<file path="config.mk">
export PLATFORM = sky130hd
export DESIGN_NAME = regfile_seq_fsm
export DESIGN_NICKNAME = d
export VERILOG_FILES = /design/src/rtl/regfile_seq_fsm_pkg.sv /design/src/rtl/regfile_seq_fsm_instr_dec.sv /design/src/rtl/regfile_seq_fsm.sv
export SDC_FILE = /design/constraint.sdc
export NUM_CORES = 1
export LEC_CHECK = 0
export ABC_AREA = 1
export BUFFER_PORTS_ARGS = -buffer_cell sky130_fd_sc_hd__buf_2
export CAP_MARGIN = 5
export CELL_PAD_IN_SITES_DETAIL_PLACEMENT = 1
export CELL_PAD_IN_SITES_GLOBAL_PLACEMENT = 2
export CORE_MARGIN = 3
export CORE_UTILIZATION = 26
export CTS_CLUSTER_DIAMETER = 80
export DETAILED_ROUTE_END_ITERATION = 7
export GPL_ROUTABILITY_DRIVEN = 0
export PLACE_DENSITY = 0.79
export SLEW_MARGIN = 20
export SYNTH_ARGS = -nofsm -noshare
export SYNTH_HDL_FRONTEND = slang
export SYNTH_SLANG_ARGS = --single-unit
</file>
<file path="constraint.sdc">
create_clock -name clk -period 1.6 [get_ports clk]
set_input_delay 0.16 -clock clk [delete_from_list [all_inputs] [get_ports clk]]
set_output_delay 0.16 -clock clk [all_outputs]
set_load 0.05 [all_outputs]
</file>
<file path="src/rtl/regfile_seq_fsm_pkg.sv">
// Shared encodings for the BRM datapath sequencer: FSM states, instruction
// opcode/op fields and writeback source selects.
package regfile_seq_fsm_pkg;

  typedef enum logic [2:0] {
    S_WAIT      = 3'd0,
    S_DECODE    = 3'd1,
    S_GET_A     = 3'd2,
    S_GET_B     = 3'd3,
    S_ALU       = 3'd4,
    S_WRITE_REG = 3'd5,
    S_WRITE_IMM = 3'd6
  } state_e;

  localparam logic [2:0] OPC_MOV    = 3'b110;
  localparam logic [2:0] OPC_ALU    = 3'b101;
  localparam logic [1:0] OP_MOVIMM  = 2'b10;
  localparam logic [1:0] OP_MOVREG  = 2'b00;
  localparam logic [1:0] OP_CMP     = 2'b01;

  localparam logic [1:0] VSEL_C     = 2'b00;
  localparam logic [1:0] VSEL_IMM   = 2'b10;

endpackage

</file>
<file path="src/rtl/regfile_seq_fsm_instr_dec.sv">
// Combinational decode of the captured instruction into instruction class
// flags and register index fields.
module regfile_seq_fsm_instr_dec
  import regfile_seq_fsm_pkg::*;
(
  input  logic [15:0] ir,
  output logic        is_movimm,
  output logic        is_movreg,
  output logic        is_alu,
  output logic        is_cmp,
  output logic        is_illegal,
  output logic [2:0]  rn,
  output logic [2:0]  rd,
  output logic [2:0]  rm
);

  logic [2:0] opcode;
  logic [1:0] op;
  logic       unused_sh;

  assign opcode = ir[15:13];
  assign op     = ir[12:11];
  assign rn     = ir[10:8];
  assign rd     = ir[7:5];
  assign rm     = ir[2:0];
  // shift amount is consumed by the datapath shifter, not by the sequencer
  assign unused_sh = ^ir[4:3];

  assign is_movimm  = (opcode == OPC_MOV) && (op == OP_MOVIMM);
  assign is_movreg  = (opcode == OPC_MOV) && (op == OP_MOVREG);
  assign is_alu     = (opcode == OPC_ALU);
  assign is_cmp     = is_alu && (op == OP_CMP);
  assign is_illegal = !(is_movimm || is_movreg || is_alu);

endmodule

</file>
<file path="src/rtl/regfile_seq_fsm.sv">
// Sequencer for the BRM datapath: accepts one instruction per start pulse and
// steps the regfile/pipeline/ALU/status strobes until it returns to WAIT.
//
// state       | meaning
// ------------+--------------------------------------------------
// S_WAIT      | idle, w = 1, captures instr into IR when s = 1
// S_DECODE    | classify IR; illegal encodings pulse illegal here
// S_GET_A     | read Rn into A
// S_GET_B     | read Rm into B
// S_ALU       | load C and/or status (asel = 1 for MOV Rd,Rm)
// S_WRITE_REG | write C to Rd
// S_WRITE_IMM | write sign-extended imm8 to Rn
module regfile_seq_fsm
  import regfile_seq_fsm_pkg::*;
(
  input  logic        clk,
  input  logic        rst_n,
  input  logic        s,
  input  logic [15:0] instr,
  output logic        w,
  output logic [2:0]  readnum,
  output logic [2:0]  writenum,
  output logic        write,
  output logic [1:0]  vsel,
  output logic        loada,
  output logic        loadb,
  output logic        loadc,
  output logic        loads,
  output logic        asel,
  output logic        bsel,
  output logic        illegal
);

  state_e      state_q, state_d;
  logic [15:0] ir_q, ir_d;

  logic       is_movimm, is_movreg, is_alu, is_cmp, is_illegal;
  logic [2:0] rn, rd, rm;

  regfile_seq_fsm_instr_dec u_dec (
    .ir         (ir_q),
    .is_movimm  (is_movimm),
    .is_movreg  (is_movreg),
    .is_alu     (is_alu),
    .is_cmp     (is_cmp),
    .is_illegal (is_illegal),
    .rn         (rn),
    .rd         (rd),
    .rm         (rm)
  );

  assign ir_d = (state_q == S_WAIT && s) ? instr : ir_q;

  always_ff @(posedge clk or negedge rst_n) begin
    if (!rst_n) begin
      state_q <= S_WAIT;
      ir_q    <= '0;
    end else begin
      state_q <= state_d;
      ir_q    <= ir_d;
    end
  end

  always_comb begin
    state_d = S_WAIT;
    case (state_q)
      S_WAIT:      state_d = s ? S_DECODE : S_WAIT;
      S_DECODE: begin
        if (is_movimm)      state_d = S_WRITE_IMM;
        else if (is_movreg) state_d = S_GET_B;
        else if (is_alu)    state_d = S_GET_A;
        else                state_d = S_WAIT;
      end
      S_GET_A:     state_d = S_GET_B;
      S_GET_B:     state_d = S_ALU;
      S_ALU:       state_d = is_cmp ? S_WAIT : S_WRITE_REG;
      S_WRITE_REG: state_d = S_WAIT;
      S_WRITE_IMM: state_d = S_WAIT;
      default:     state_d = S_WAIT;
    endcase
  end

  always_comb begin
    w        = 1'b0;
    readnum  = 3'd0;
    writenum = 3'd0;
    write    = 1'b0;
    vsel     = VSEL_C;
    loada    = 1'b0;
    loadb    = 1'b0;
    loadc    = 1'b0;
    loads    = 1'b0;
    asel     = 1'b0;
    bsel     = 1'b0;
    illegal  = 1'b0;
    case (state_q)
      S_WAIT:   w = 1'b1;
      S_DECODE: illegal = is_illegal;
      S_GET_A: begin
        readnum = rn;
        loada   = 1'b1;
      end
      S_GET_B: begin
        readnum = rm;
        loadb   = 1'b1;
      end
      S_ALU: begin
        asel  = is_movreg;
        loads = 1'b1;
        loadc = !is_cmp;
      end
      S_WRITE_REG: begin
        write    = 1'b1;
        writenum = rd;
        vsel     = VSEL_C;
      end
      S_WRITE_IMM: begin
        write    = 1'b1;
        writenum = rn;
        vsel     = VSEL_IMM;
      end
      default: ;
    endcase
  end

endmodule

</file>
==> Word level (Yosys, flattened, before mapping) <==
Index checks and enable logic that the tools add are counted.
{ "word_totals": {"reg_bits": 19, "word_cells": 40} }
{ "classes": {"eq_ne": 10, "muxes": 17, "n_reduce_logical": 11} }
{ "ops": {"columns": ["operator", "count"], "rows": [
  ["$eq 3x3->1 const B", 5],
  ["$pmux 3 s5", 1],
  ["$pmux 3 s2", 2],
  ["$mux 1", 9],
  ["$eq 3x2->1 const B", 2],
  ["$mux 2", 3],
  ["$mux 3", 2],
  ["$logic_and 1x1->1", 4],
  ["$eq 3x1->1 const B", 1],
  ["$logic_not 3->1", 1],
  ["$eq 2x1->1 const B", 1],
  ["$eq 2x2->1 const B", 1],
  ["$logic_not 1->1", 2],
  ["$logic_not 2->1", 1],
  ["$logic_or 1x1->1", 2],
  ["$reduce_or 2->1", 1]
]} }

==> Longest topological paths before layout <==
Gate-level depths: netlist (run 1).
{ "depth": {"depth_word": 6, "depth_mapped": 6, "mapped_depth_nobuf": 6} }

==> Cells and area by module <==
From an unflattened synthesis (run 1), not the netlist that was laid out.
{ "hier_totals": {"cells_unflattened": 145, "area_unflattened_um2": 1177.4} }
{ "by_module_without_submodules": {"columns": ["module", "instances", "cells_each", "area_per_inst_um2", "seq_area_each_um2"], "rows": [
  ["regfile_seq_fsm", 1, 120, 1039.7, 475.5],
  ["regfile_seq_fsm_instr_dec", 1, 25, 137.6, 0.0]
]} }

==> Worst setup path after synthesis (run 1) <==
Ideal clock, no wire load.
{ "synth_path": {"kind": "reg-to-output", "startpoint": "register state_q[2]", "endpoint": "output port readnum[0]", "arrival_time_ns": 1.825, "required_ns": 1.440, "path_slack_ns": -0.385, "stages_incl_launch_ff": 5, "path_cell_list": "dfrtp_1 buf_4 inv_2 nand3_1 o21ai_0"} }
{ "synth_between": {"elab_chain_cells": 2, "word_cells_on_any_way": 3} }
{ "synth_lines": {"columns": ["element", "line_no", "rtl"], "rows": [
  ["from (decl)", "regfile_seq_fsm.sv:34", "state_e state_q, state_d;"],
  ["from (signal assigned)", "regfile_seq_fsm.sv:59", "state_q <= state_d;"],
  ["$eq 3x2->1", "regfile_seq_fsm.sv:96", "case (state_q)"],
  ["$pmux 3 s2 (*)", "regfile_seq_fsm.sv:96", null],
  ["to (decl)", "regfile_seq_fsm.sv:21", "output logic [2:0] readnum,"]
]} }
Mark *: on every way between the ends. The rest lies on a longest branch, timed or not.

==> Worst setup path in the final report (run 1) <==
{ "layout_path": {"startpoint": "register state_q[0]", "endpoint": "output port readnum[0]"} }
Same word-level chain as after synthesis.

==> qor.txt, run 1 <==
status - completed
final worst setup slack - 0.0478 ns
hold path cells - 3
Crit Path Class - reg2out
Die W - 68.2 µm
Setup TNS - 0 ns
hold path start - instr[10]
Mapped Cells - 128
Crit Path Max Fanout - 5
Power, Total - 0.00249 W
starting density of the core - 28.5%
Synth async-reset ratio - 100%
Max stage delay cell, worst path - dfrtp_2
Post-Syn Area - 1000 µm²
root buf cell - clkbuf_8
required time worst endpoint - 1.44 ns
top post-synthesis cells by area - dfrtp_1 42%, o21ai_2 12%, nand2_1 11%, inv_1 10%, nand3_1 5.0%
Tmin final - 1.55 ns
distinct cell type count after synthesis - 18
GR Util All Layers - 11.8%
RSZ-0062 raised after global routing - yes
Synth warnings - 0
synth cell count leaders - 30 x nand2_1, 28 x inv_1, 17 x dfrtp_1, 14 x o21ai_2, 10 x nand3_1
R2R Path End - ir_q[6]
number of synthesized flops with an enable pin - 0
diode count - 0
worst-path cell chain - inv_2 -> nand3_2 -> o21ai_1 -> buf_6
Final nets - 183
initial antenna violation count - 0
CTS tree - yes
Leak - 0.730 nW
count of input and output buffers - 31
area of the die - 4650 µm²
vias in the first global route - 956
Worst setup EP type - output pin
r2r setup slk - 0.28 ns
layout cells sized above 1 - 46.0%
DRT iter0 DRCs - 45
Final Hold Violating Endpoints - 0
Clock Pin Slew Worst Setup and Hold Paths - 0.08 ns
Std-Cell Rows - 21
total core area - 3520 µm²
Longest Clk Path Bufs - 2
# IOs - 36
hpwl dp - 1830 µm
drt via density - 4.22
Post-DRT Antenna Nets - 0
area added between synthesis and finish - 35.1%
Achievable Freq - 0.644 GHz
post-synth top area cell - dfrtp_1
Post-Route WL - 2440 µm
Final setup viols - 0
worst r2r src - state_q[0]
fin. max-slew vios - 0
maximum VDD drop - 744 µV
utilization after layout - 38.6%
grt ovf - 0
via count - 883
cts bufs inserted - 3
# DRC - 0
mean routed wirelength per cell - 11.7 µm
critical path buffer and inverter count - 2
synthesized flop and latch total - 17
htree depth - 1
most common cell in the netlist - nand2_1
largest net degree at the start of global routing - 29
first-pass GRT wire length - 4120 µm
post-synthesis sequential area ratio - 42.3%
max incr delay on CP - 0.44 ns
clk sinks - 17
CP arrival - 1.39 ns
Max-cap violations - 0
Die Ht - 68.2 µm
Mapped Avg Cell Area - 7.85 µm²
Post-Place Worst Slack - 0.0787 ns
Design Area, Final - 1360 µm²
Clock Latency Late Sink - 0.26 ns
post-synth top area share - 42.3%
R2R cell count - 4
pwr dens - 1840 nW/µm²
Hold Path Class - in2reg
Primary FF master, synth - dfrtp_1
CP top delay family - flip-flops
placed inst area - 1190 µm²
critical path launch point type - flip-flop
Final Skew - 0.00763 ns
DRT Pass-1 Iters - 4
Hold EP - ir_q[10]
Final period util - 97.0%
Fillers - 447
==> where the power goes <==
group / internal, W / total, W / switching [W]
combinational: 0.000446 / 0.00135 / 0.000902
sequential: 0.000636 / 0.000811 / 0.000174
clock: 0.000173 / 0.000333 / 0.000160
==> state kept, by name (all words and copies together) (netlist names) <==
name / count
ir_q: 14
state_q: 3
==> how the worst max path moves through the flow <==
| stage | start | to | depth (start not counted) |
|---|---|---|---|
| after CTS | state_q[2] | readnum[0] | 6 |
| after floorplan | state_q[0] | writenum[0] | 3 |
| after detailed placement | state_q[2] | readnum[0] | 4 |
| final | state_q[0] | readnum[0] | 4 |
| after global placement | state_q[2] | readnum[0] | 4 |
| after global routing | state_q[1] | writenum[2] | 5 |
==> cell usage in the layout (no fill, tap or decap), types with 2 or more instances in the layout <==
cell	synthesis	layout
inv_2	1	2
clkinvlp_4	0	2
buf_2	0	22
nand3_2	0	2
clkbuf_8	0	3
dfrtp_2	0	3
nand3_1	10	8
dfrtp_1	17	14
o21ai_2	14	19
inv_1	28	24
buf_6	3	7
nor3_2	1	2
nor2_4	1	2
conb_1	1	2
nand2_2	1	2
nand2_1	30	29
buf_4	3	5
nor2_1	7	6
==> metrics by stage <==
step / hold slack (ns) / std cells
finish: 0.139 / 209
detailed placement: 0.122 / 201
global placement: 0.113 / 201
floorplan: -0.136 / 129
CTS: 0.136 / 209
global route: 0.150 / 209
==> layer usage <==
layer  track usage [%]  vias to the layer above  routed length (µm)
met5                 0                        -                   0
met3              1.97                        5                  99
met2              21.5                       18                1240
met4              4.47                        0                  36
li1                  -                      457                   -
met1              13.5                      403                1060
==> final cells by class <==
class | count | area (µm²) | share of cell area [%]
Timing Repair Buffer | 36 | 244 | 18.0
Inverter | 29 | 119 | 8.76
Tap cell | 46 | 57.6 | 4.24
Clock inverter | 1 | 5.00 | 0.369
Multi-Input combinational cell | 77 | 462 | 34.0
Sequential cell | 17 | 429 | 31.6
Clock buffer | 3 | 41.3 | 3.04
==> kinds of logic (layout without fill, tap and decap cells) <==
group                  count (synthesis)  count (layout)  share of synthesized area, %
buffers and inverters                 35              69                          16.4
other                                  1               2                         0.373
AND/OR/NAND/NOR                       54              54                          24.9
flip-flops                            17              17                          42.3
AO/OA/AOI/OAI                         21              21                          15.9
==> repair_timing <==
action                                  CTS  global route
endpoints found under the setup margin   12            10
resized for setup                        23            11
pin swaps                                 0             1
hold buffers                              1             0
buffers inserted                          3             0
hold endpoints to repair                 17             0
==> worst reg2reg max path, cell delays in order (launching register included) <==
cell     delay, ns
dfrtp_2       0.44
nor2_4        0.15
nand3_4       0.33
nand2_1       0.22
o21ai_2       0.07
No activity file was read; power rests on OpenSTA's default activity.
==> run 2: changes to the inputs <==
--- a/config.mk
+++ b/config.mk
@@ -15,7 +15,7 @@
 export CTS_CLUSTER_DIAMETER = 80
 export DETAILED_ROUTE_END_ITERATION = 7
 export GPL_ROUTABILITY_DRIVEN = 0
-export PLACE_DENSITY = 0.79
+export PLACE_DENSITY = 0.81
 export SLEW_MARGIN = 20
 export SYNTH_ARGS = -nofsm -noshare
 export SYNTH_HDL_FRONTEND = slang
==> qor.txt, run 2 (synthesis results as in run 1) <==
final worst setup slack - 0.0227 ns (was 0.0478 ns)
max incr delay on CP - 0.47 ns (was 0.44 ns)
drt via density - 4.35 (was 4.22)
via count - 917 (was 883)
cts bufs inserted - 3 (unchanged)
htree depth - 1 (unchanged)
Post-Place Worst Slack - 0.0783 ns (was 0.0787 ns)
DRT Pass-1 Iters - 4 (unchanged)
origin of the worst setup path - state_q[1] (was state_q[0])
Crit Path Max Fanout - 8 (was 5)
critical path launch point type - flip-flop (unchanged)
GR Util All Layers - 12.3% (was 11.8%)
count of input and output buffers - 31 (unchanged)
Post-DRT Antenna Nets - 0 (unchanged)
total core area - 3520 µm² (unchanged)
Max-cap violations - 0 (unchanged)
Leak - 0.735 nW (was 0.730 nW)
R2R cell count - 4 (unchanged)
CTS tree - yes (unchanged)
fin. max-slew vios - 0 (unchanged)
Non-Filler Instances - 211 (was 209)
cell depth of the worst setup path - 4 (unchanged)
R2R Path End - ir_q[13] (was ir_q[6])
critical path buffer and inverter count - 2 (unchanged)
CP arrival - 1.42 ns (was 1.39 ns)
layout cells sized above 1 - 46.1% (was 46.0%)
status - completed (unchanged)
cell mode on critical path - buf_4
Clock Latency Late Sink - 0.26 ns (about the same)
area of the die - 4650 µm² (unchanged)
largest net degree at the start of global routing - 29 (unchanged)
Final setup viols - 0 (unchanged)
hold_ws - 0.134 ns (was 0.139 ns)
first-pass GRT wire length - 4230 µm (was 4120 µm)
Final Hold Violating Endpoints - 0 (unchanged)
CP top delay family - flip-flops (unchanged)
Worst setup EP type - output pin (unchanged)
grt ovf - 0 (unchanged)
pwr dens - 1850 nW/µm² (was 1840 nW/µm²)
area added between synthesis and finish - 35.1% (unchanged)
Die W - 68.2 µm (unchanged)
Crit Path Class - reg2out (unchanged)
starting density of the core - 28.5% (unchanged)
maximum VDD drop - 551 µV (was 744 µV)
hpwl dp - 1890 µm (was 1830 µm)
Placed Cells - 202 (was 201)
r2r setup slk - 0.26 ns (was 0.28 ns)
# IOs - 36 (unchanged)
RSZ-0062 raised after global routing - yes (unchanged)
worst r2r src - state_q[1] (was state_q[0])
Clock Pin Slew Worst Setup and Hold Paths - 0.07 ns (was 0.08 ns)
Max stage delay cell, worst path - dfrtp_2 (unchanged)
required time worst endpoint - 1.44 ns (about the same)
flip-flop count of the largest register after layout - 14 (unchanged)
Hold Path Class - in2reg (unchanged)
Setup TNS - 0 ns (unchanged)
biggest regs - ir_q (14), state_q (3) (unchanged)
root buf cell - clkbuf_8 (unchanged)
utilization after layout - 38.6% (unchanged)
CP endpoint - writenum[1] (was readnum[0])
commonest cells after routing, fill and taps aside - 28 x nand2_1, 24 x inv_1, 21 x buf_2, 17 x o21ai_2, 14 x dfrtp_1 (was 29 x nand2_1, 24 x inv_1, 22 x buf_2, 19 x o21ai_2, 14 x dfrtp_1)
Die Ht - 68.2 µm (unchanged)
Tmin final - 1.58 ns (was 1.55 ns)
Post-Route WL - 2540 µm (was 2440 µm)
Final period util - 98.6% (was 97.0%)
initial antenna violation count - 0 (unchanged)
Final nets - 185 (was 183)
DRT iter0 DRCs - 20 (was 45)
Std-Cell Rows - 21 (unchanged)
diode count - 0 (unchanged)
clk sinks - 17 (unchanged)
commonest non-fill, non-tap cell in the layout - nand2_1 (unchanged)
Longest Clk Path Bufs - 2 (unchanged)
mean routed wirelength per cell - 12.0 µm (was 11.7 µm)
Final Skew - 0.00218 ns (was 0.00763 ns)
Achievable Freq - 0.634 GHz (was 0.644 GHz)
vias in the first global route - 938 (was 956)
worst-path cell chain - buf_4 -> nand3_2 -> o21ai_0 -> buf_4 (was inv_2 -> nand3_2 -> o21ai_1 -> buf_6)
# DRC - 0 (unchanged)
Biggest register - ir_q (unchanged)
==> run 2: stage by stage <==
step	cell area, µm²	power, W
final	1360	0.00251
after global routing	1360	0.00270
after CTS	1330	0.00252
after detailed placement	1200	0.00206
after global placement	1200	0.00200
after floorplan	1030	0.00181
==> run 2: cell type report <==
cell class                      count  area (µm²)
Clock inverter                      1        5.00
Timing Repair Buffer               38         254
Inverter                           29         119
Clock buffer                        3        41.3
Multi-Input combinational cell     77         452
Fill cell                         451        2160
Sequential cell                    17         429
Tap cell                           46        57.6
==> run 2: worst min path at each step <==
stage | from | end | depth (start not counted)
final | instr[14] | ir_q[14] | 3
after global routing | instr[15] | ir_q[15] | 3
after CTS | instr[14] | ir_q[14] | 3
after detailed placement | rst_n | ir_q[14] | 1
after global placement | rst_n | ir_q[11] | 1
after floorplan | rst_n | ir_q[0] | 0
==> run 2: metal layers <==
layer | routed length, µm | share of wire [%] | global-route usage (%)
met1 | 1140 | 45 | 15.2
met2 | 1220 | 48 | 20.0
met3 | 128 | 5.0 | 3.45
met4 | 46 | 1.8 | 4.96
met5 | 0 | 0 | 0
==> run 2: worst register-to-register path: cells and delay by family, from the launching register on <==
family	cells	cell delay (ns)
AOI/OAI and AO/OA	1	0.07
and+or+nand+nor	3	0.68
DFF	1	0.48
==> run 2: what timing repair did <==
item | in CTS | in global routing
gates cloned | 0 | 0
resized for setup | 21 | 8
endpoints found under the hold margin | 17 | 0
setup endpoints to repair | 11 | 11
hold buffers | 1 | 0
setup buffers | 3 | 1
pin swaps | 1 | 0
==> run 2: power by group <==
part | switching (W) | internal [W] | total, W
registers | 0.000193 | 0.000637 | 0.000830
clock network | 0.000165 | 0.000173 | 0.000338
logic | 0.000885 | 0.000459 | 0.00134
